===== config.mk =====
export PLATFORM = sky130hd
export DESIGN_NAME = h2c_receiver
export DESIGN_NICKNAME = d
export VERILOG_FILES = /design/src/rtl/h2c_receiver.sv
export SDC_FILE = /design/constraint.sdc
export NUM_CORES = 1
export LEC_CHECK = 0
export CORE_AREA = 2 2 127 129
export CTS_CLUSTER_SIZE = 20
export DETAILED_ROUTE_END_ITERATION = 8
export DIE_AREA = 0 0 129 131
export GPL_ROUTABILITY_DRIVEN = 0
export GPL_TIMING_DRIVEN = 0
export PLACE_DENSITY = 0.76
export SETUP_SLACK_MARGIN = 0.15
export SLEW_MARGIN = 5
export SYNTH_ARGS = -nofsm -noshare
export SYNTH_HDL_FRONTEND = slang
export SYNTH_SLANG_ARGS = --single-unit

===== constraint.sdc =====
create_clock -name user_clk -period 4.3 [get_ports user_clk]
set_clock_uncertainty 0.1 [all_clocks]
set_input_delay 0.86 -clock user_clk [delete_from_list [all_inputs] [get_ports user_clk]]
set_output_delay 0.86 -clock user_clk [all_outputs]
set_load 0.1 [all_outputs]

===== src/rtl/h2c_receiver.sv =====
// h2c_receiver: XDMA host-to-card AXI4-Stream receiver.
// Writes accepted beats straight into the core's input FIFO, counts beats per
// frame, truncates frames longer than MAX_BEATS, and holds a frame-complete
// indication (length, last-beat keep, error) until the core acknowledges it.
// Optional feature: define H2C_KEEP_CHECK_EN to flag partial tkeep on non-last beats.
module h2c_receiver #(
  parameter int DATA_WIDTH = 128,
  parameter int KEEP_WIDTH = DATA_WIDTH / 8,
  parameter int LEN_WIDTH  = 32,
  parameter int MAX_BEATS  = 4096
) (
  input  logic                  user_clk,
  input  logic                  user_rst,
  input  logic [DATA_WIDTH-1:0] s_axis_h2c_tdata,
  input  logic [KEEP_WIDTH-1:0] s_axis_h2c_tkeep,
  input  logic                  s_axis_h2c_tlast,
  input  logic                  s_axis_h2c_tvalid,
  output logic                  s_axis_h2c_tready,
  output logic [DATA_WIDTH-1:0] fifo_din,
  output logic                  fifo_wr_en,
  input  logic                  fifo_full,
  output logic                  frame_valid,
  input  logic                  frame_ack,
  output logic [LEN_WIDTH-1:0]  frame_len,
  output logic [KEEP_WIDTH-1:0] frame_keep,
  output logic                  frame_err
);

  localparam logic [1:0] IDLE = 2'd0;
  localparam logic [1:0] RECV = 2'd1;
  localparam logic [1:0] DROP = 2'd2;
  localparam logic [1:0] DONE = 2'd3;

  localparam logic [LEN_WIDTH-1:0] MAX_LEN = LEN_WIDTH'(MAX_BEATS);

  logic [1:0]           state;
  logic [LEN_WIDTH-1:0] cnt;
  logic [LEN_WIDTH-1:0] cnt_inc;
  logic                 writing;
  logic                 accept;
  logic                 keep_bad;

  // Ready depends only on state and FIFO backpressure; held low while in reset.
  always_comb begin
    s_axis_h2c_tready = 1'b0;
    case (state)
      IDLE, RECV: s_axis_h2c_tready = !fifo_full;
      DROP:       s_axis_h2c_tready = 1'b1;
      default:    s_axis_h2c_tready = 1'b0;
    endcase
    if (user_rst) s_axis_h2c_tready = 1'b0;
  end

  assign writing     = (state == IDLE) || (state == RECV);
  assign accept      = s_axis_h2c_tvalid & s_axis_h2c_tready;
  assign fifo_wr_en  = accept & writing;
  assign fifo_din    = s_axis_h2c_tdata;
  assign cnt_inc     = cnt + 1'b1;
  assign frame_valid = (state == DONE);

`ifdef H2C_KEEP_CHECK_EN
  assign keep_bad = fifo_wr_en & !s_axis_h2c_tlast & (s_axis_h2c_tkeep != '1);
`else
  assign keep_bad = 1'b0;
`endif

  // Frame FSM: IDLE and RECV share one path since cnt is zero in IDLE.
  always_ff @(posedge user_clk) begin
    if (user_rst) begin
      state      <= IDLE;
      cnt        <= '0;
      frame_len  <= '0;
      frame_keep <= '1;
      frame_err  <= 1'b0;
    end else begin
      case (state)
        IDLE, RECV: begin
          if (fifo_wr_en) begin
            if (keep_bad) frame_err <= 1'b1;
            if (s_axis_h2c_tlast) begin
              state      <= DONE;
              frame_len  <= cnt_inc;
              frame_keep <= s_axis_h2c_tkeep;
            end else if (cnt_inc == MAX_LEN) begin
              // Last beat that fits: keep it, discard the rest of the frame.
              state     <= DROP;
              cnt       <= cnt_inc;
              frame_len <= MAX_LEN;
              frame_err <= 1'b1;
            end else begin
              state <= RECV;
              cnt   <= cnt_inc;
            end
          end
        end
        DROP: begin
          if (accept && s_axis_h2c_tlast) begin
            state      <= DONE;
            frame_keep <= s_axis_h2c_tkeep;
          end
        end
        default: begin
          if (frame_ack) begin
            state     <= IDLE;
            cnt       <= '0;
            frame_err <= 1'b0;
          end
        end
      endcase
    end
  end

endmodule


==> results by group <==
Run status
  – Status: finished, final reports clean

Routing
  – DR WL met2: 8400 um
  – Via Count: 5,912
  – DR WL/cell: 15.4 um
  – Drt via density: 5.20
  – Total Wirelength: 17,500 um
  – Post-route DRC: 0
  – Met3 wire len: 1850 um
  – Drt pass-1 iters: 5
  – Wl on met1: 6990 um
  – Post-DRT Antenna Nets: 0
  – Highest Signal Layer: met4
  – Iter 0 DRT Violations: 559

Synthesis
  – Ys flop type: dfxtp_1
  – Share of the synthesized area in the top cell type: 30.6%
  – Number of synthesized flops with an enable pin: 0
  – Post-Syn Nets: 854
  – Async S/R FF share, synth: 0%
  – Seq/Total Area, Yosys: 30.6%
  – Synth area leader: dfxtp_1
  – #FFs+latches synth: 83
  – Netlist Area Pre-Place: 0.00543 sq mm
  – Most frequent cells after synthesis: 130 x buf_4, 83 x dfxtp_1, 68 x nand2_1
  – Yosys warnings: 0
  – Count leader, synth: buf_4
  – Post-Syn Instances: 703
  – Netlist cell types: 56
  – Syn avg cell area: 7.72 sq um
  – Synth top area cells: dfxtp_1 31%, buf_4 18%, nand2_1 4.7%

Setup path
  – Critical Path Most Common Cell: clkbuf_2
  – Worst setup path end: fifo_wr_en
  – Critical path depth in cells: 9
  – FF-to-FF setup slack: 0.41 ns
  – CP endpoint kind: output port
  – Critical path buffer and inverter count: 5
  – Kind of critical path: input pin to output port
  – Critical Path Start Type: input pin
  – Reg-to-Reg End: frame_len[8]$_SDFFE_PP0P_
  – Reg2reg path depth: 10
  – Slowest stage delay, CP: 0.49 ns
  – CP max stage cell: buf_2
  – Setup crit start: fifo_full
  – Required @ worst endpoint: 3.34 ns
  – Worst path arrival time: 2.99 ns
  – CP cell instances: clkdlybuf4s50_1 -> nor2b_1 -> nor3_4 -> and2_1 -> nand2b_1 -> clkbuf_2 -> inv_1 -> clkbuf_2 -> buf_2
  – CP Max Fanout: 10
  – CP top delay family: buffers and inverters
  – Reg2reg start: cnt[1]$_SDFFE_PP0P_

Clock network
  – Clk_lat worst skew: 0.35 ns
  – Worst-path clk slew: 0.06 ns
  – CTS H-Tree Depth: 3
  – Post-cts hold buffer count: 0
  – Root Driver: clkbuf_16
  – Max clock buf depth: 2
  – Num CTS Buffers: 9
  – CTS sink cnt: 83
  – CTS tree: yes

Place
  – IO buf count: 200
  – DP HPWL: 13,500 um

Global routing
  – Total GRT Usage: 19.6%
  – Antenna violations before repair: 0
  – Vias in the first global route: 5,224
  – First-pass GRT wire length: 26,300 um
  – Gr ovfl total: 0
  – Largest net degree at the start of global routing: 14

Timing
  – Fmax: 253 MHz
  – Fin crit share: 91.9%
  – Slew Limit Headroom: 33.1%
  – Fin. Hold Viols: 0
  – RSZ-0062 raised after global routing: false
  – Worst slew pin tran: 1.00 ns
  – Min Clock Period, post-route: 3.95 ns
  – Setup violators final: 0
  – Worst hold slack: 0.365 ns
  – Max-slew violations: 0

Die
  – Die Wd: 129 um
  – IO Pins: 330
  – Core outline area: 0.0156 sq mm
  – Cell Rows: 46
  – Die H: 131 um
  – Effective utilization at floorplan: 34.8%
  – Die area: 0.0169 sq mm

Min path
  – Min-Delay Startpoint: frame_keep[0]$_SDFFE_PP1P_
  – Min-Delay Path Class: flip-flop to flip-flop

Job
  – Maximum capacitance violations: 0

Cells and area
  – Ant diodes: 0
  – Ratio of cells with drive above 1 in the final layout: 18.8%
  – Fin nets: 1,067
  – P&R area growth vs syn: 48.5%

Power
  – Worst ir drop on vdd: 0.190 mV
  – Final Power: 2.53 mW
  – Pleak: 3.11 nW
  – PD cells: 314 mW/mm^2
-- cell type report --
cell class | instances | area, sq um
Clock buffer | 12 | 236
Tap cell | 216 | 270
Inverter | 9 | 33.8
Multi-Input combinational cell | 430 | 2560
Timing Repair Buffer | 202 | 2010
Buffer | 181 | 1180
Fill cell | 1515 | 7540
Clock inverter | 4 | 98.8
Sequential cell | 83 | 1660
-- stage by stage --
step                instances  worst slack (ns)  instance area (sq um)  utilization, %  TNS, ns
floorplan                 703             0.295                   5440               -        0
detailed placement       1119            -0.405                   7710            49.4   -0.405
CTS                      1135             0.233                   8050            51.6        0
finish                   1137             0.348                   8060            51.7        0
global placement         1119            -0.402                   7710            49.4   -0.402
global route             1137             0.202                   8060            51.7        0
-- cells by family (layout without fill, tap and decap cells) --
family	count (synthesis)	count (layout)	synth area share (%)
flops	83	83	30.6
fa+ha+maj	1	1	0.231
mux	2	2	0.369
simple gates	262	262	25.9
compound gates	138	138	16.1
buf+inv	190	408	22.4
xor+xnor	27	27	4.36
-- sequential cells by signal, summed over array words and instances, names as in the netlist --
register / count
cnt: 32
state: 2
frame_len: 32
frame_err: 1
frame_keep: 16
-- how the worst min path moves through the flow --
stage                                        endpoint  slack [ns]  cells after the start
after floorplan                  cnt[31]$_SDFFE_PP0P_        0.36                      2
after detailed placement   frame_keep[2]$_SDFFE_PP1P_        0.36                      2
final                      frame_keep[0]$_SDFFE_PP1P_        0.37                      2
after CTS                  frame_keep[0]$_SDFFE_PP1P_        0.37                      2
after global routing       frame_keep[4]$_SDFFE_PP1P_        0.38                      2
after global placement    frame_keep[13]$_SDFFE_PP1P_        0.35                      2
-- power breakdown --
group          switching [mW]  leakage [nW]  internal (mW)
Sequential            0.00625         0.671          0.780
Combinational           0.638          2.28          0.221
Clock                   0.314         0.161          0.569
Total                   0.958          3.11           1.57
-- worst reg2reg max path, cell delays in order (launching register included) --
cell and delay [ns]:
dfxtp_1 0.45, ha_1 0.32, nand3_1 0.24, or4_4 0.64, or4_1 0.54, xor2_1 0.33, nand4_1 0.21, nor4b_4 0.39
buf_4 0.20, o21ai_2 0.09, a32o_1 0.28
-- layout by cell type, fill, tap and decap left out, types with 11 or more instances in the layout --
| cell | instances |
|---|---|
| a31oi_1 | 13 |
| o21ai_0 | 21 |
| xor2_1 | 12 |
| nand4_1 | 15 |
| buf_2 | 12 |
| nand3b_1 | 14 |
| clkbuf_1 | 39 |
| nand2_1 | 68 |
| dfxtp_1 | 83 |
| xnor2_1 | 15 |
| buf_4 | 132 |
| a22oi_1 | 11 |
| clkdlybuf4s50_1 | 199 |
| nor2_1 | 48 |
| nand3_1 | 37 |
| a21oi_1 | 50 |
| nor3_1 | 15 |
-- metal layers --
layer	GRT usage (%)	up-vias
li1	-	2777
met1	25.3	2776
met2	31.7	332
met3	5.78	27
met4	6.33	0
met5	0	-
-- what timing repair did --
item / 4_1_cts / 5_1_grt
gates resized for setup: 4 / 2
pin swaps: 0 / 1
endpoints found under the setup margin: 1 / 22
setup buffers: 0 / 2
Note: power is estimated with default switching activity, not from simulation.
